[src/rtl/portal_bridge_pkg.sv]
// Shared types and constants for the portal host bridge.
// Holds the FSM encoding, address regions, register offsets and error bits.
package portal_bridge_pkg;

    typedef enum logic [1:0] {
        S_IDLE     = 2'd0,
        S_REQ_WAIT = 2'd1,
        S_IND_WAIT = 2'd2,
        S_RESP     = 2'd3
    } state_t;

    localparam logic [1:0] RGN_REQ  = 2'd0;
    localparam logic [1:0] RGN_IND  = 2'd1;
    localparam logic [1:0] RGN_CTRL = 2'd2;
    localparam logic [1:0] RGN_BAD  = 2'd3;

    localparam logic [1:0] CTRL_INTR = 2'd0;
    localparam logic [1:0] CTRL_ERR  = 2'd1;
    localparam logic [1:0] CTRL_IEN  = 2'd2;

    localparam int ERR_REQ_TO  = 0;
    localparam int ERR_IND_TO  = 1;
    localparam int ERR_BAD_CH  = 2;
    localparam int ERR_BAD_RGN = 3;

endpackage

[src/rtl/portal_host_bridge.sv]
// Memory-mapped host initiator for the portal request/indication ports.
// One transaction at a time: accept, wait for RDY (bounded), respond.
module portal_host_bridge
    import portal_bridge_pkg::*;
#(
    parameter int NUM_REQ = 3,
    parameter int NUM_IND = 2,
    parameter int TIMEOUT = 255
) (
    input  logic        CLK,
    input  logic        RST,
    input  logic        wr_valid,
    input  logic [7:0]  wr_addr,
    input  logic [31:0] wr_data,
    output logic        wr_ack,
    input  logic        rd_valid,
    input  logic [7:0]  rd_addr,
    output logic        rd_data_valid,
    output logic [31:0] rd_data,
    output logic        busy,
    output logic [31:0] requestEnqV,
    output logic        EN_request,
    output logic [1:0]  selectRequest,
    input  logic        RDY_requestEnq,
    output logic        EN_indication,
    output logic [1:0]  selectIndication,
    input  logic [31:0] indicationData,
    input  logic        RDY_indication,
    input  logic [31:0] indIntrChannel,
    output logic        intr
);

    localparam int CW = $clog2(TIMEOUT + 1);
    localparam logic [2:0] LP_NREQ = 3'(NUM_REQ);
    localparam logic [2:0] LP_NIND = 3'(NUM_IND);

    state_t        r_state;
    state_t        w_state_nxt;
    logic [CW-1:0] r_cnt;
    logic          r_is_wr;
    logic [31:0]   r_resp;
    logic [31:0]   r_rd_hold;
    logic [3:0]    r_err;
    logic          r_ien;

    logic          w_acc;
    logic          w_wr;
    logic [7:0]    w_addr;
    logic [1:0]    w_rgn;
    logic [1:0]    w_ch;
    logic          w_ctrl;
    logic          w_go_req;
    logic          w_go_ind;
    logic          w_bad_ch;
    logic          w_bad_rgn;
    logic          w_to;
    logic [31:0]   w_ctrl_rd;
    logic [3:0]    w_err_set;
    logic [3:0]    w_err_clr;
    logic          w_unused_addr;

    // Write wins when both requests arrive together.
    assign w_acc  = wr_valid | rd_valid;
    assign w_wr   = wr_valid;
    assign w_addr = wr_valid ? wr_addr : rd_addr;
    assign w_rgn  = w_addr[7:6];
    assign w_ch   = w_addr[3:2];
    assign w_ctrl = (w_rgn == RGN_CTRL);
    assign w_unused_addr = ^{w_addr[5:4], w_addr[1:0]};

    assign w_go_req = w_wr & (w_rgn == RGN_REQ)
                    & ({1'b0, w_ch} < LP_NREQ);
    assign w_go_ind = ~w_wr & (w_rgn == RGN_IND)
                    & ({1'b0, w_ch} < LP_NIND);
    assign w_bad_ch = (w_wr & (w_rgn == RGN_REQ) & ~w_go_req)
                    | (~w_wr & (w_rgn == RGN_IND) & ~w_go_ind);
    assign w_bad_rgn = (w_rgn == RGN_BAD)
                     | (w_wr & (w_rgn == RGN_IND))
                     | (~w_wr & (w_rgn == RGN_REQ));

    assign w_to = (r_cnt == CW'(TIMEOUT));

    always_comb begin
        case (w_ch)
            CTRL_INTR: w_ctrl_rd = indIntrChannel;
            CTRL_ERR:  w_ctrl_rd = {28'd0, r_err};
            CTRL_IEN:  w_ctrl_rd = {31'd0, r_ien};
            default:   w_ctrl_rd = '0;
        endcase
    end

    always_ff @(posedge CLK or posedge RST) begin
        if (RST) r_state <= S_IDLE;
        else     r_state <= w_state_nxt;
    end

    always_comb begin
        w_state_nxt = r_state;
        unique case (r_state)
            S_IDLE: begin
                if (w_acc) begin
                    if (w_go_req)      w_state_nxt = S_REQ_WAIT;
                    else if (w_go_ind) w_state_nxt = S_IND_WAIT;
                    else               w_state_nxt = S_RESP;
                end
            end
            S_REQ_WAIT: begin
                if (RDY_requestEnq | w_to) w_state_nxt = S_RESP;
            end
            S_IND_WAIT: begin
                if (RDY_indication | w_to) w_state_nxt = S_RESP;
            end
            S_RESP:  w_state_nxt = S_IDLE;
            default: w_state_nxt = S_IDLE;
        endcase
    end

    always_comb begin
        EN_request    = 1'b0;
        EN_indication = 1'b0;
        wr_ack        = 1'b0;
        rd_data_valid = 1'b0;
        unique case (r_state)
            S_REQ_WAIT: EN_request    = RDY_requestEnq;
            S_IND_WAIT: EN_indication = RDY_indication;
            S_RESP: begin
                wr_ack        = r_is_wr;
                rd_data_valid = ~r_is_wr;
            end
            default: ;
        endcase
    end

    assign busy    = (r_state != S_IDLE);
    assign rd_data = rd_data_valid ? r_resp : r_rd_hold;

    // Timeouts only arise in wait states and W1C only in IDLE,
    // but the merge still lets a set beat a clear on the same bit.
    always_comb begin
        w_err_set = '0;
        w_err_clr = '0;
        case (r_state)
            S_IDLE: begin
                if (w_acc) begin
                    w_err_set[ERR_BAD_CH]  = w_bad_ch;
                    w_err_set[ERR_BAD_RGN] = w_bad_rgn;
                    if (w_wr & w_ctrl & (w_ch == CTRL_ERR))
                        w_err_clr = wr_data[3:0];
                end
            end
            S_REQ_WAIT:
                w_err_set[ERR_REQ_TO] = w_to & ~RDY_requestEnq;
            S_IND_WAIT:
                w_err_set[ERR_IND_TO] = w_to & ~RDY_indication;
            default: ;
        endcase
    end

    always_ff @(posedge CLK or posedge RST) begin
        if (RST) begin
            r_cnt            <= '0;
            r_is_wr          <= 1'b0;
            r_resp           <= '0;
            r_rd_hold        <= '0;
            r_err            <= '0;
            r_ien            <= 1'b0;
            intr             <= 1'b0;
            requestEnqV      <= '0;
            selectRequest    <= '0;
            selectIndication <= '0;
        end else begin
            r_err <= (r_err & ~w_err_clr) | w_err_set;
            intr  <= r_ien & (indIntrChannel != 32'd0);
            if ((r_state == S_REQ_WAIT) || (r_state == S_IND_WAIT)) begin
                if (!w_to) r_cnt <= r_cnt + CW'(1);
            end else begin
                r_cnt <= '0;
            end
            case (r_state)
                S_IDLE: begin
                    if (w_acc) begin
                        r_is_wr <= w_wr;
                        r_resp  <= '0;
                        if (w_go_req) begin
                            selectRequest <= w_ch;
                            requestEnqV   <= wr_data;
                        end
                        if (w_go_ind) selectIndication <= w_ch;
                        if (w_ctrl & ~w_wr) r_resp <= w_ctrl_rd;
                        if (w_ctrl & w_wr & (w_ch == CTRL_IEN))
                            r_ien <= wr_data[0];
                    end
                end
                S_IND_WAIT: begin
                    if (RDY_indication) r_resp <= indicationData;
                end
                S_RESP: begin
                    if (!r_is_wr) r_rd_hold <= r_resp;
                end
                default: ;
            endcase
        end
    end

endmodule

[config.mk]
export PLATFORM = sky130hd
export DESIGN_NAME = portal_host_bridge
export DESIGN_NICKNAME = d
export VERILOG_FILES = /design/src/rtl/portal_bridge_pkg.sv /design/src/rtl/portal_host_bridge.sv
export SDC_FILE = /design/constraint.sdc
export NUM_CORES = 1
export LEC_CHECK = 0
export ABC_AREA = 1
export CORE_UTILIZATION = 45
export CTS_CLUSTER_SIZE = 30
export DETAILED_ROUTE_END_ITERATION = 10
export GPL_TIMING_DRIVEN = 0
export HOLD_SLACK_MARGIN = 0.03
export PLACE_DENSITY = 0.8
export RECOVER_POWER = 50
export SYNTH_ARGS = -nofsm -noshare
export SYNTH_HDL_FRONTEND = slang
export SYNTH_SLANG_ARGS = --single-unit
[constraint.sdc]
create_clock -name CLK -period 4.9 [get_ports CLK]
set_input_delay 0.49 -clock CLK [delete_from_list [all_inputs] [get_ports CLK]]
set_output_delay 0.49 -clock CLK [all_outputs]
set_load 0.01 [all_outputs]
==> impl_results.md, run 1 <==
- Clk pin slew, worst setup/hold paths: 0.05 ns
- Worst vdd ir: 379 uV
- Total number of yosys warnings: 0
- Distinct cell type count after synthesis: 26
- Initial DRT Pass Iterations: 4
- Die Ht: 111 um
- Htree depth: 4
- Final weighted congestion of routability-driven global placement: 0.882
- Path category of the worst min-delay check: flip-flop to flip-flop
- Count of boundary I/O pins: 192
- Proportion of layout cells with a drive suffix above 1: 7.08%
- Number of DRC markers after the initial detailed-route iteration: 363
- Tightest Pin Transition: 2.31 ns
- Crit path largest cell delay: 0.54 ns
- Die width: 111 um
- Maximum number of pins on one net before global-route repair: 68
- Most frequent cells in the layout: 208 x sky130_fd_sc_hd__nand2_1, 159 x sky130_fd_sc_hd__clkdlybuf4s50_1, 117 x sky130_fd_sc_hd__dfrtp_1
- Fmax: 318 MHz
- Violated checks: max-capacitance violations, max-slew violations
- Port bufs: 183
- Post-Syn Instances: 647
- Cell-by-cell listing of the critical path: ha_1 > inv_1 > nor2_1 > clkbuf_1 > nand2_1 > nand2_1 > clkdlybuf4s50_1
- Most used cell, CP: sky130_fd_sc_hd__nand2_1
- Final Max Tran Viols: 51
- Via count of the first global-routing pass: 5236
- Routed wire per std cell: 15.1 um
- Sequential area share after synthesis: 55.0%
- RSZ-0062 raised after global routing: false
- P&R area growth vs syn: 48.2%
- Overall overflow remaining after global route: 0
- Required arrival time at the worst endpoint: 4.41 ns
- Core area: 11500 um^2
- TritonCTS sink count: 117
- Yosys reg bits: 117
- Final hold viol count: 0
- Post-synth net total: 771
- Detailed-route wire length: 15200 um
- Final setup violation count: 0
- CTS Hold Buffers Added: 0
- Final Skew: 0.00689 ns
- Run status: complete, but fails checks
- Post-Layout Cell Count: 1005
- Half-perimeter wire length after placement: 11500 um
- Initial Util: 46.4%
- Critical-path cell with the highest stage delay: sky130_fd_sc_hd__clkdlybuf4s50_1
- DR vias: 5111
- Diodes inserted: 0
- Total negative setup slack: 0 ns
- Setup repair bufs after CTS: 0
- Initial antenna violation count: 0
- Buffering stage count on the worst path with inverters included: 3
- Final Net Count: 974
- WHS: 0.463 ns
- Most frequent standard cell in the layout excluding fill and tap cells: sky130_fd_sc_hd__nand2_1
- Total power consumption of the routed design: 4.92 mW
- CTS tree: done
- Cell chosen for the clock root: sky130_fd_sc_hd__clkbuf_16
- Total of max-cap violations: 1
- Peak fanout along the critical path: 10
- CTS Buffer Depth: 2
- Data arrival time of the worst path: 2.65 ns
- Cts bufs inserted: 17
- Die Area: 12300 um^2
- Kind of critical path: flip-flop to output pin
- Min Tclk post-route: 3.14 ns
- Total power density per cell area: 623 nW/um^2
- Crit share post-route: 64.1%
- Synthesized cell area: 5320 um^2
- First-pass GRT wire length: 25100 um
- Leakage: 3.81 nW
- Number of remaining DRC errors: 0
- Post-cts repair resize count: 0
- Type of origin of the critical path: flip-flop
- Post-Place Cells: 974
- Global router's overall resource usage: 26.0%
- Number of filler instances in the final layout: 890
- Cell row count: 39
- Insertion delay of the later-clocked pin in the worst-skew pair: 0.41 ns
- Crit path capture type: output pin
- Post-synthesis area per instance: 8.22 um^2
- Number of nets with antenna violations after routing: 0
- Worst-case headroom to the max-slew limit: -55.0%
- Via-to-Cell Ratio: 5.09
- Kind of cell with the highest combined delay on the critical path: buffers and inverters
-- synthesized netlist by cell type --
| cell | count | area share (%) |
|---|---|---|
| sky130_fd_sc_hd__nor2_4 | 1 | 0.21 |
| sky130_fd_sc_hd__a21oi_1 | 69 | 6.5 |
| sky130_fd_sc_hd__clkbuf_1 | 12 | 0.85 |
| sky130_fd_sc_hd__nand3_2 | 2 | 0.38 |
| sky130_fd_sc_hd__o21ai_2 | 5 | 0.82 |
| sky130_fd_sc_hd__nand3_1 | 10 | 0.94 |
| sky130_fd_sc_hd__buf_2 | 8 | 0.75 |
| sky130_fd_sc_hd__dfrtp_1 | 117 | 55 |
| sky130_fd_sc_hd__nand2_2 | 5 | 0.59 |
| sky130_fd_sc_hd__xnor2_1 | 1 | 0.16 |
| sky130_fd_sc_hd__nor3_1 | 3 | 0.28 |
| sky130_fd_sc_hd__inv_1 | 64 | 4.5 |
| sky130_fd_sc_hd__buf_6 | 6 | 1.3 |
| sky130_fd_sc_hd__inv_2 | 2 | 0.14 |
| sky130_fd_sc_hd__nand2_1 | 208 | 15 |
| sky130_fd_sc_hd__nand4_1 | 6 | 0.71 |
| sky130_fd_sc_hd__nand4_2 | 1 | 0.24 |
| sky130_fd_sc_hd__nor2_8 | 1 | 0.38 |
| sky130_fd_sc_hd__o21ai_1 | 1 | 0.094 |
| sky130_fd_sc_hd__ha_1 | 6 | 1.4 |
| sky130_fd_sc_hd__nor2_1 | 65 | 4.6 |
| sky130_fd_sc_hd__o21ai_0 | 48 | 4.5 |
| sky130_fd_sc_hd__xor2_1 | 2 | 0.33 |
| sky130_fd_sc_hd__nand2_4 | 2 | 0.42 |
| sky130_fd_sc_hd__or2_2 | 1 | 0.12 |
| sky130_fd_sc_hd__a31oi_1 | 1 | 0.12 |
-- metrics by stage --
stage                     setup WS, ns  instance area, um^2  util (%)
after floorplan                   1.31                 5320         -
after global placement          -0.149                 7330      63.9
after detailed placement          2.20                 7360      64.2
after CTS                         1.77                 7900      68.8
after global routing              1.56                 7890      68.8
final                             1.76                 7890      68.8
-- power by group --
part	switching, mW	leakage, nW	internal (mW)
Clock	0.404	0.267	0.706
Sequential	0.211	1.45	1.42
Combinational	1.16	2.09	1.01
Total	1.78	3.81	3.14
-- tightest hold or removal path, cell delays in order, from the launching register on --
cell	delay (ns)
sky130_fd_sc_hd__dfrtp_1	0.32
sky130_fd_sc_hd__nand2_1	0.05
sky130_fd_sc_hd__nand2_1	0.06
-- registers in the layout, indices dropped and copies added (netlist names) --
signal            flops
r_cnt                 8
r_ien                 1
r_err                 4
requestEnqV          32
selectRequest         2
intr                  1
r_resp               32
r_state               2
r_rd_hold            32
selectIndication      2
r_is_wr               1
-- logic make-up (layout without fill, tap and decap cells) --
kind of cell,Yosys count,after routing,synth area share [%]
buffers and inverters,92,307,7.52
and+or+nand+nor,305,305,23.5
adders and majority gates,6,6,1.41
AOI/OAI and AO/OA,124,124,12.0
DFF,117,117,55.0
xor gates and xnor gates,3,3,0.494
-- final timing paths --
path | from | to | slack, ns | depth (start not counted)
hold / removal | r_rd_hold[23] | r_rd_hold[23] | 0.46 | 2
hold reg to reg | r_rd_hold[23] | r_rd_hold[23] | 0.46 | 2
min in group asynchronous | RST | r_rd_hold[2] | 1.17 | 2
max in group asynchronous | RST | r_resp[25] | 2.67 | 3
setup reg to reg | r_state[0] | r_resp[9] | 2.88 | 10
setup / recovery | r_state[0] | rd_data[3] | 1.76 | 7
-- area by class of cell --
type | instances | area, um^2 | share of cell area [%]
plain buffers | 26 | 153 | 1.94
clock buffers | 27 | 513 | 6.50
clock inverters | 4 | 20.0 | 0.254
inverters | 66 | 249 | 3.16
multi-input cells | 438 | 1990 | 25.2
flip-flops and latches | 117 | 2930 | 37.1
well taps | 143 | 179 | 2.27
repair buffers | 184 | 1860 | 23.6
-- metal layers --
layer,track usage (%),routed length [um]
met5,0,0
met4,12.8,533
met3,5.30,759
met2,44.4,7760
met1,31.1,6160
(Power assumes the default switching activity.)
==> run 2, diff against run 1 <==
- clock period: 4.9 -> 2.9 ns (I/O delays scaled with it)
==> impl_results.md, run 2 (synthesized netlist as in run 1, its figures left out) <==
- Die Area: 12300 um^2 (unchanged)
- Htree depth: 4 (unchanged)
- Count of boundary I/O pins: 192 (unchanged)
- Final Net Count: 976 (+0.21%)
- Total power consumption of the routed design: 8.90 mW (+81%)
- Total negative setup slack: 0 ns (unchanged)
- RSZ-0062 raised after global routing: true
- Top Usage Layer GRT: met2
- Cell row count: 39 (unchanged)
- Global router's overall resource usage: 26.6% (+0.65 points)
- Initial DRT Pass Iterations: 5 (+1)
- GR Util met3: 7.76% (+2.5 points)
- Buffering stage count on the worst path with inverters included: 4 (+1)
- Proportion of layout cells with a drive suffix above 1: 7.75% (+0.67 points)
- Via count of the first global-routing pass: 5203 (-0.63%)
- Insertion delay of the later-clocked pin in the worst-skew pair: 0.42 ns (about the same)
- Number of nets with antenna violations after routing: 0 (unchanged)
- Cell-internal power: 5.85 mW (+86%)
- Initial Util: 46.4% (unchanged)
- Total power density per cell area: 1110 nW/um^2 (+78%)
- Fraction of met2 tracks used by global routing: 44.0% (-0.41 points)
- Die Ht: 111 um (unchanged)
- Start of the worst register-to-register path: r_state[0]
- WHS: 0.418 ns (-0.0456 ns)
- Critical-path cell with the highest stage delay: sky130_fd_sc_hd__clkdlybuf4s50_1
- Violated checks: max-capacitance violations, max-slew violations
- DR vias: 5113 (+0.039%)
- Power share of the clock group: 27.3% (+4.7 points)
- Post-Route Utilization: 70.0% (+1.2 points)
- TritonCTS sink count: 117 (unchanged)
- Sw frac: 34.2% (-1.9 points)
- Leakage: 3.87 nW (+1.6%)
- Final weighted congestion of routability-driven global placement: 0.933 (+5.8%)
- First-pass GRT wire length: 25500 um (+1.5%)
- P&R area growth vs syn: 50.9%
- Kind of critical path: flip-flop to output pin
- Overall overflow remaining after global route: 0 (unchanged)
- Slack of the worst reg-to-reg path: 0.93 ns (-1.95 ns)
- Port bufs: 183 (unchanged)
- Final setup violation count: 0 (unchanged)
- Die width: 111 um (unchanged)
- Registers with the highest flip-flop counts: r_rd_hold x32, r_resp x32, requestEnqV x32
- Via-to-Cell Ratio: 5.07 (-0.26%)
- Post-cts repair resize count: 4 (+4)
- Cell chosen for the clock root: sky130_fd_sc_hd__clkbuf_16
- Cell-by-cell listing of the critical path: ha_1 > inv_1 > nor2_2 > inv_1 > buf_1 > nand2_1 > nand2_1 > clkdlybuf4s50_1
- Core area: 11500 um^2 (unchanged)
- M1 GR Usage: 32.4% (+1.3 points)
- Run status: complete, but fails checks
- Setup repair bufs after CTS: 0 (unchanged)
- Half-perimeter wire length after placement: 11300 um (-1.5%)
- Kind of cell with the highest combined delay on the critical path: buffers and inverters
- Detailed-route wire length: 15300 um (+0.39%)
- Diodes inserted: 0 (unchanged)
- Crit path largest cell delay: 0.53 ns (about the same)
- Maximum number of pins on one net before global-route repair: 40 (-41%)
- Number of DRC markers after the initial detailed-route iteration: 372 (+2.5%)
- Clk pin slew, worst setup/hold paths: 0.05 ns (about the same)
- Path category of the worst min-delay check: primary input to asynchronous set/reset pin
- FF-to-FF End: r_resp[8]
- Crit share post-route: 97.3%
- Min Tclk post-route: 2.82 ns
- Number of remaining DRC errors: 0 (unchanged)
- Switching power total: 3.05 mW (+71%)
- Initial antenna violation count: 0 (unchanged)
- Data arrival time of the worst path: 2.53 ns (-0.12 ns)
- Crit path capture type: output pin
- Worst-case headroom to the max-slew limit: -12.1% (+43 points)
- CTS Buffer Depth: 2 (unchanged)
- Share of power burned in registers: 31.1% (-2.2 points)
- Peak fanout along the critical path: 10 (unchanged)
- Required arrival time at the worst endpoint: 2.61 ns (-1.80 ns)
- Cts bufs inserted: 17 (unchanged)
- Final Max Tran Viols: 32 (-37%)
- CTS Hold Buffers Added: 0 (unchanged)
- Final hold viol count: 0 (unchanged)
- Number of cells on the worst reg-to-reg path: 10 (unchanged)
- Most frequent standard cell in the layout excluding fill and tap cells: sky130_fd_sc_hd__nand2_1
- Tightest Pin Transition: 1.68 ns (-0.631 ns)
- Comb power frac: 41.5% (-2.7 points)
- CTS tree: done
- Final Skew: 0.00665 ns (-0.000232 ns)
- Total of max-cap violations: 1 (unchanged)
- Fmax: 354 MHz
- Most frequent cells in the layout: 208 x sky130_fd_sc_hd__nand2_1, 170 x sky130_fd_sc_hd__clkdlybuf4s50_1, 117 x sky130_fd_sc_hd__dfrtp_1
- Routed wire per std cell: 15.2 um (about the same)
- Type of origin of the critical path: flip-flop
- Worst vdd ir: 829 uV (+120%)
run 2: cell type report:
class / count / area [um^2]
fill: 861 / 3440
sequential: 117 / 2930
multi-input combinational: 438 / 1980
timing repair buffer: 186 / 1850
clock buffer: 22 / 454
inverter: 66 / 249
clock inverter: 10 / 225
tap: 143 / 179
buffer: 26 / 156
run 2: stage by stage:
step	cells	worst slack [ns]	cell area, um^2
floorplan	647	1.18	5330
global placement	973	0.135	7340
detailed placement	976	0.349	7400
CTS	1008	0.0339	8080
global route	1008	-0.0901	8030
finish	1008	0.0778	8030
run 2: worst max path at each step:
stage	from	to	depth (start not counted)
after floorplan	RST	intr	1
after global placement	RST	r_resp[1]	2
after detailed placement	r_state[0]	rd_data[11]	7
after CTS	r_state[0]	rd_data[16]	8
after global routing	r_state[0]	rd_data[19]	8
final	r_state[0]	rd_data[16]	8
run 2: worst register-to-register path, delay by kind of cell (launching register included):
kind | cells | cell delay, ns
AND/OR/NAND/NOR | 3 | 0.39
AO/OA/AOI/OAI | 2 | 0.23
adder cells (fa/ha/maj) | 1 | 0.15
flip-flops | 1 | 0.42
buffers and inverters | 4 | 0.73
run 2: per-layer routing:
metal,vias up,routed length [um]
met4,0,483
met3,41,935
met2,209,7490
li1,2454,-
met5,-,0
met1,2409,6360
run 2: power by group through the flow:
stage                     logic (mW)  registers (mW)  clock network, mW
after floorplan                 1.78            2.84                  0
after global placement          3.57            2.75                  0
after detailed placement        3.69            2.78                  0
after CTS                       3.75            2.77               2.46
after global routing            4.06            2.86               2.54
final                           3.70            2.77               2.43
==> RTL change (settings of run 2) <==
Set the parameter `TIMEOUT` to 510 (it was 255).
--- a/src/rtl/portal_host_bridge.sv
+++ b/src/rtl/portal_host_bridge.sv
@@ -7,3 +7,3 @@
     parameter int NUM_IND = 2,
-    parameter int TIMEOUT = 255
+    parameter int TIMEOUT = 510
 ) (
Check against the original RTL: no difference found for any inputs over 4 cycles, from zero or initial values and one cycle with RST high; that may be too few to reach the edited logic, so the function may still have changed.
==> RTL change against run 2 <==
The flow finishes with violations (DRC, capacitance limit, slew limit); design area up 1.6%; synthesized area grew 2.9%; non-clock buffer count increased by 3; power shrank 0.94%; sequential cell count rose by 1; highest routed layer unchanged; fmax grew 4.1%; critical path type unchanged; setup slack better by 0.11 ns; sequential share of layout area shrank 0.25 points; synthesized cell count increased by 2.2%; sequential power barely moved; routed wire length is 3.8% higher; critical endpoint is now rd_data[29].
==> RTL change: results (changes against run 2) <==
Status -> complete, but fails checks
Failing checks -> DRC, capacitance limit, slew limit
WL/cell -> 15.5 um (+2.5%)
Met1 wire length -> 6.59 mm (+3.6%)
Peak supply drop -> 0.533 mV (-36%)
Met2 routed WL -> 7.84 mm (+4.6%)
Max_cap viols -> 1 (unchanged)
Vias in the first global route -> 5342 (+2.7%)
HPWL Detailed -> 11.8 mm (+4.2%)
Clock Skew -> 0.0103 ns (+0.00365 ns)
Place WS -> 0.391 ns (+0.0420 ns)
Syn Nets -> 786 (+1.9%)
Layout cells sized above 1 -> 0.0855 (+0.00806)
Dominant cells by area after synthesis -> dfrtp_1 54%, nand2_1 13%, a21oi_1 6.2%, inv_1 4.2%, nor2_1 4.1%
DR DRC count -> 10 (+10)
Area after DPL -> 7520 um^2 (+1.7%)
Core Box Area -> 11600 um^2 (+1.3%)
Worst min path class -> in2reg
Actual slew at the worst max-slew pin -> 1.84 ns (+0.159 ns)
Global-route wire length before repair -> 25.9 mm (+1.8%)
Cell Pwr Density -> 1080 nW/um^2 (-2.5%)
Port bufs -> 182 (-0.55%)
Largest net degree at the start of global routing -> 42 (+5.0%)
Placed Cells -> 988 (+1.2%)
Critical path arrival -> 2.42 ns (-0.11 ns)
Synth unique cells -> 31 (+19%)
Post-CTS Resized -> 2 (-2)
Slowest stage delay, CP -> 0.58 ns (+0.05 ns)
Met1 GRT Util -> 0.331 (+0.00623)
GR Layer Usage met2 -> 0.434 (-0.00621)
Leak Pwr -> 3.93 nW (+1.5%)
Final Max Tran Viols -> 41 (+28%)
Post-Route WL -> 15.8 mm (+3.8%)
-- RTL change: changes by cell type in the layout (fill, tap and decap cells not counted), moves of 3 or more --
cell             delta
clkdlybuf4s50_1    -11
nor2_1              -5
clkbuf_8            +3
clkbuf_2            +3
nand3_1            +29
o21ai_0            -19
nand2_1            -15
inv_1               -3
dlygate4sd3_1      +10
o21ai_1            +16
-- RTL change: logic make-up after synthesis --
family	Yosys count	synth area share
AOI/OAI and AO/OA	122	0.116
xor gates and xnor gates	2	0.00320
adders and majority gates	7	0.0160
buffers and inverters	94	0.0802
DFF	118	0.539
and+or+nand+nor	318	0.245
-- RTL change: worst paths after layout --
path                                                start                          end  slack [ns]  cells after the start
worst max-delay path               r_state[0]$_DFFE_PP0P_                  rd_data[29]        0.19                      8
worst min-delay path                             wr_valid          r_is_wr$_DFFE_PP0P_        0.32                      4
worst max register to register     r_state[0]$_DFFE_PP0P_   requestEnqV[4]$_DFFE_PP0P_        0.66                      7
worst min register to register  r_rd_hold[30]$_DFFE_PP0P_    r_rd_hold[30]$_DFFE_PP0P_        0.47                      2
max in group asynchronous                             RST  requestEnqV[16]$_DFFE_PP0P_        0.46                      3
min in group asynchronous                             RST  requestEnqV[28]$_DFFE_PP0P_        0.80                      2
-- RTL change: cell type report --
| class | instances | share of cell area |
|---|---|---|
| buffer | 31 | 0.0238 |
| clock buffer | 23 | 0.0599 |
| clock inverter | 9 | 0.0209 |
| inverter | 63 | 0.0292 |
| multi-input combinational | 449 | 0.256 |
| sequential | 118 | 0.362 |
| tap | 143 | 0.0219 |
| timing repair buffer | 184 | 0.227 |
-- RTL change: report_power, final --
part / leakage, nW / switching, mW / internal (mW)
combinational: 2.14 / 2.01 / 1.71
sequential: 1.47 / 0.359 / 2.41
clock: 0.327 / 0.719 / 1.61
